**config.mk**
```make
export PLATFORM = sky130hd
export DESIGN_NAME = addsub_arbiter
export DESIGN_NICKNAME = d
export VERILOG_FILES = /design/src/rtl/addsub_arbiter_pkg.sv /design/src/rtl/addsub_arbiter_rr.sv /design/src/rtl/addsub_arbiter.sv
export SDC_FILE = /design/constraint.sdc
export NUM_CORES = 1
export LEC_CHECK = 0
export ABC_CLOCK_PERIOD_IN_PS = 4300
export CAP_MARGIN = 20
export CORE_AREA = 5 5 153 155
export CTS_CLUSTER_SIZE = 12
export DETAILED_ROUTE_END_ITERATION = 8
export DIE_AREA = 0 0 158 160
export PLACE_DENSITY = 0.71
export SYNTH_ARGS = -nofsm -noshare
export SYNTH_HDL_FRONTEND = slang
export SYNTH_SLANG_ARGS = --single-unit
```
**constraint.sdc**
```tcl
create_clock -name clk -period 4.3 [get_ports clk]
set_input_delay 0.86 -clock clk [delete_from_list [all_inputs] [get_ports clk]]
set_output_delay 0.86 -clock clk [all_outputs]
set_load 0.005 [all_outputs]
```
**src/rtl/addsub_arbiter_pkg.sv**
```systemverilog
// addsub_arbiter_pkg: shared word size, op encodings and default sizing
package addsub_arbiter_pkg;
  localparam int WORD = 32;
  localparam logic OP_ADD = 1'b0;
  localparam logic OP_SUB = 1'b1;
  localparam int NREQ_DEF = 4;
  localparam int LAT_DEF = 7;
endpackage

```
**src/rtl/addsub_arbiter_rr.sv**
```systemverilog
// rr_arbiter: round-robin pick of the first request at or after ptr
module rr_arbiter #(
  parameter int NREQ = 4,
  parameter int IDW = $clog2(NREQ)
) (
  input  logic [NREQ-1:0] req_i,
  input  logic [IDW-1:0]  ptr_i,
  output logic [NREQ-1:0] gnt_o,
  output logic [IDW-1:0]  id_o
);
  logic [IDW-1:0] j;
  // scan from the far end back toward ptr so the nearest request wins
  always_comb begin
    id_o = '0;
    j = '0;
    for (int k = NREQ - 1; k >= 0; k--) begin
      j = IDW'((int'(ptr_i) + k) % NREQ);
      if (req_i[j]) id_o = j;
    end
    gnt_o = |req_i ? NREQ'(1) << id_o : '0;
  end
endmodule

```
**src/rtl/addsub_arbiter.sv**
```systemverilog
// addsub_arbiter: shares one pipelined fpadd among NREQ requesters,
// tagging each grant so its result returns to the owner LAT+2 cycles later.
module addsub_arbiter
  import addsub_arbiter_pkg::*;
#(
  parameter int NREQ = NREQ_DEF,
  parameter int LAT = LAT_DEF
) (
  input  logic                 clk,
  input  logic                 rst,
  input  logic [NREQ-1:0]      req_valid,
  output logic [NREQ-1:0]      req_ready,
  input  logic [NREQ*WORD-1:0] req_a,
  input  logic [NREQ*WORD-1:0] req_b,
  input  logic [NREQ-1:0]      req_op,
  output logic [WORD-1:0]      fu_a,
  output logic [WORD-1:0]      fu_b,
  output logic                 fu_op,
  output logic                 fu_ce,
  input  logic [WORD-1:0]      fu_result,
  output logic [NREQ-1:0]      rsp_valid,
  output logic [WORD-1:0]      rsp_result
);
  localparam int IDW = $clog2(NREQ);
  logic [IDW-1:0] ptr_q, ptr_d, win_id;
  logic [NREQ-1:0] gnt;
  logic granted;
  logic [LAT:0] tv_q;
  logic [IDW-1:0] tid_q [LAT+1];
  rr_arbiter #(.NREQ(NREQ), .IDW(IDW)) u_rr (
    .req_i(req_valid),
    .ptr_i(ptr_q),
    .gnt_o(gnt),
    .id_o(win_id)
  );
  assign req_ready = rst ? '0 : gnt;
  assign granted = |req_ready;
  assign fu_ce = ~rst;
  assign ptr_d = granted ? (win_id == IDW'(NREQ - 1) ? '0 : win_id + 1'b1) : ptr_q;
  // tags mirror the fpadd pipe; reset drops them so stale results never surface
  always_ff @(posedge clk) begin
    if (rst) begin
      ptr_q <= '0;
      tv_q <= '0;
      fu_a <= '0;
      fu_b <= '0;
      fu_op <= OP_ADD;
      rsp_valid <= '0;
      rsp_result <= '0;
    end else begin
      ptr_q <= ptr_d;
      tv_q <= {tv_q[LAT-1:0], granted};
      tid_q[0] <= win_id;
      for (int s = 1; s <= LAT; s++) tid_q[s] <= tid_q[s-1];
      if (granted) begin
        fu_a <= req_a[WORD*win_id +: WORD];
        fu_b <= req_b[WORD*win_id +: WORD];
        fu_op <= req_op[win_id];
      end
      rsp_valid <= tv_q[LAT] ? NREQ'(1) << tid_q[LAT] : '0;
      if (tv_q[LAT]) rsp_result <= fu_result;
    end
  end
endmodule

```
==> metrics.log <==
[metrics] initial antenna violation count: 0
[metrics] proportion of register bits with asynchronous set or reset after synthesis: 0
[metrics] most frequent cell on the critical path: sky130_fd_sc_hd__clkdlybuf4s50_1
[metrics] top-area cell type share of the netlist area: 0.338
[metrics] unrepaired setup endpoints after global routing: false
[metrics] global-route wire length before repair: approximately 40 mm
[metrics] antenna cell count: 0
[metrics] cell type group with the largest total delay on the critical path: buffers and inverters
[metrics] Lkg Pwr: 4.23 nW
[metrics] drt first pass iters: 5
[metrics] post-CTS setup buffer count: 0
[metrics] vias: 6763
[metrics] period utilization: 0.973
[metrics] layout cells sized above 1: 0.0926
[metrics] post-synthesis sequential area ratio: 0.410
[metrics] DR iter-0 viols: between 300 and 400
[metrics] Detailed Route WL: 26.7 mm
[metrics] power density normalized to cell area: 449 nW/um^2
[metrics] pin count of the biggest net entering global routing: 47
[metrics] vias in the first global route: 7106
[metrics] Port Buffers: 403
[metrics] number of pins with negative max-slew slack in the final report: 0
[metrics] wire per inst: 19.7 um
[metrics] CTS clk-pin slew, worst paths: roughly 0.060 ns
[metrics] PnR Total Power: ~5.1 mW
[metrics] post-cts sizing count: 0
[metrics] number of levels in the clock H-tree: 4
[metrics] run status: finished, final reports clean
[metrics] via density per instance: 4.97
[metrics] drt drc: 0
[metrics] cells on worst reg2reg path: 9
[metrics] combined buffer and inverter count along the critical path: 3
[metrics] maximum root-to-sink buffer count: 2
[metrics] syn avg cell area: 9.51 um^2
[metrics] worst hold-check path type: register to register
[metrics] number of maximum-capacitance constraint violations: 0
[metrics] area used by multi-input combinational logic: 3380 um^2
[metrics] ports placed on the boundary: 404
[metrics] worst-path fanout max: 5
[metrics] latest clock arrival within the worst-skew pair: just over 0.4 ns
[metrics] Post-CTS Hold Buffers: 0
[metrics] flip-flop and latch count after synthesis: 127
[metrics] Horiz. Die Dim: 158 um
[metrics] biggest area consumer among synthesized cells: sky130_fd_sc_hd__dfxtp_1
[metrics] Max IR drop VDD: 0.220 mV
[metrics] Least-Margin Pin Slew: 1.04 ns
[metrics] CP startpoint: req_valid[1]
[metrics] count of cell types in the netlist: 36
[metrics] core area: roughly 22000 um^2
[metrics] number of nets with antenna violations after routing: 0
[metrics] number of hold violations in the final report: 0
[metrics] count of flip-flops with a built-in enable after synthesis: 16
[metrics] area used by sequential logic in the layout: 2700 um^2
[metrics] Crit. End Element: output port
[metrics] critical hold path startpoint: tid_q[1][5]$_DFFE_PN_
[metrics] net count reported at finish: 1366
[metrics] f_max: between 200 and 250 MHz
[metrics] setup violation total in the final timing report: 0
[metrics] filler instances: around 2000
[metrics] arrival time reported for the critical path endpoint: approximately 3.3 ns
[metrics] number of buffers added by the clock tree synthesis step: 17
[metrics] clock skew after layout: 0.0131 ns
[metrics] r2r startpoint: ptr_q[0]$_SDFFE_PP0P_
[metrics] Post-Synthesis Cell Area: 6580 um^2
[metrics] cell with the most instances after synthesis: sky130_fd_sc_hd__dfxtp_1
[metrics] min cycle time layout: 4.18 ns
[metrics] delay contributed by the slowest stage of the critical path: ~0.60 ns
[metrics] Slew Limit Headroom: 0.304
[metrics] initial standard-cell utilization of the core: 0.304
[metrics] primary flip-flop cell chosen by synthesis mapping: sky130_fd_sc_hd__dfxtp_1
[metrics] number of instances in the synthesized netlist: 692
[metrics] crit path launch type: input pin
[metrics] Site Rows: 54
[metrics] critical path required time: roughly 3.4 ns
[metrics] cell types with the highest counts after synthesis: 111 x sky130_fd_sc_hd__dfxtp_1, 97 x sky130_fd_sc_hd__mux2i_1, 69 x sky130_fd_sc_hd__inv_1
[metrics] Die ar.: 25300 um^2
[metrics] setup TNS: 0 ns
[metrics] gp weighted congestion: 0.839
[metrics] Crit Path Class: input pin to output port
[metrics] number of warning messages in the yosys log: 0
[metrics] dpl hpwl: slightly below 20 mm
[metrics] P&R area growth vs syn: 74.0%
[metrics] ordered cell list for the critical path: clkdlybuf4s50_1 > nor2b_1 > or4_1 > and2_4 > inv_1 > ha_1 > and2_1 > clkdlybuf4s50_1
[metrics] global-route total usage across every layer: 0.202
[metrics] number of instances on the worst hold path: 0
[metrics] cell with the biggest individual delay on the critical path: sky130_fd_sc_hd__clkdlybuf4s50_1
[metrics] height of the die: 160 um
[metrics] clock root buffer master: sky130_fd_sc_hd__clkbuf_16
[metrics] total gr overflow: 0
[metrics] CTS tree: done
[metrics] post-synth net total: around 990
[metrics] TritonCTS Sinks: 127
[metrics] number of cells on the critical path: 8
[metrics] most area-consuming cells after synthesis: sky130_fd_sc_hd__dfxtp_1 34%, sky130_fd_sc_hd__mux2i_1 15%, sky130_fd_sc_hd__o221ai_2 8.9%, sky130_fd_sc_hd__a21o_1 7.4%, sky130_fd_sc_hd__edfxtp_1 7.3%
## through the flow
step,utilization,hold slack [ns],setup WS [ns],std cells,instance area (um^2)
2_1_floorplan,-,0.400,1.14,692,6580
3_3_place_gp,0.502,0.402,0.193,1328,10900
3_5_place_dp,0.502,0.406,0.169,1328,10900
4_1_cts,0.528,0.409,0.160,1360,11500
5_1_grt,0.528,0.410,0.0420,1360,11500
6_report,0.528,0.414,0.116,1360,11500
## report_power, final
group | leakage (nW) | internal, mW | switching, mW
logic | 2.87 | 1.12 | 1.03
registers | 1.07 | 1.46 | 0.137
clock network | 0.285 | 0.769 | 0.620
## sequential cells by signal, summed over array words and instances, names as in the netlist
register,cells
rsp_valid,4
tid_q,16
fu_a,32
ptr_q,2
fu_op,1
tv_q,8
fu_b,32
rsp_result,32
## layout by cell type, fill, tap and decap left out, types with 2 or more instances in the layout
cell type / instances
sky130_fd_sc_hd__nand2_1: 2
sky130_fd_sc_hd__o221ai_2: 39
sky130_fd_sc_hd__buf_12: 2
sky130_fd_sc_hd__nand3_1: 65
sky130_fd_sc_hd__nor2b_1: 12
sky130_fd_sc_hd__nor2_1: 36
sky130_fd_sc_hd__inv_6: 4
sky130_fd_sc_hd__clkinv_2: 2
sky130_fd_sc_hd__mux2i_1: 97
sky130_fd_sc_hd__clkinv_4: 2
sky130_fd_sc_hd__clkbuf_16: 17
sky130_fd_sc_hd__nor4bb_1: 2
sky130_fd_sc_hd__inv_1: 69
sky130_fd_sc_hd__o221ai_1: 26
sky130_fd_sc_hd__nand3_4: 2
sky130_fd_sc_hd__clkdlybuf4s50_1: 403
sky130_fd_sc_hd__nor3_1: 2
sky130_fd_sc_hd__a21o_1: 65
sky130_fd_sc_hd__buf_4: 16
sky130_fd_sc_hd__dfxtp_1: 110
sky130_fd_sc_hd__o21ai_0: 65
sky130_fd_sc_hd__edfxtp_1: 16
sky130_fd_sc_hd__inv_8: 5
## cell families after synthesis
group,count (synthesis),synth area share
and+or+nand+nor,130,0.0986
adders and majority gates,1,0.00190
AOI/OAI and AO/OA,202,0.255
buffers and inverters,134,0.0844
DFF,127,0.410
muxes,98,0.149
## metal layers
metal,global-route usage,routed length [um],vias to the layer above
li1,-,-,3259
met1,0.217,9880,3159
met2,0.369,13600,305
met3,0.0696,2670,40
met4,0.0628,621,0
met5,0,0,-
## cell type report
| class | count | area share |
|---|---|---|
| Timing Repair Buffer | 421 | 0.366 |
| Multi-Input combinational cell | 431 | 0.295 |
| Sequential cell | 127 | 0.236 |
| Clock buffer | 17 | 0.0371 |
| Tap cell | 280 | 0.0306 |
| Inverter | 69 | 0.0226 |
| Clock inverter | 15 | 0.0123 |
## worst paths after layout
path / slack [ns] / end
min: 0.41 / tid_q[1][7]$_DFFE_PN_
min reg2reg: 0.41 / tid_q[1][7]$_DFFE_PN_
max: 0.12 / req_ready[3]
max reg2reg: 1.41 / fu_b[12]$_SDFFE_PP0P_
Power figures use the tool's default switching activity.
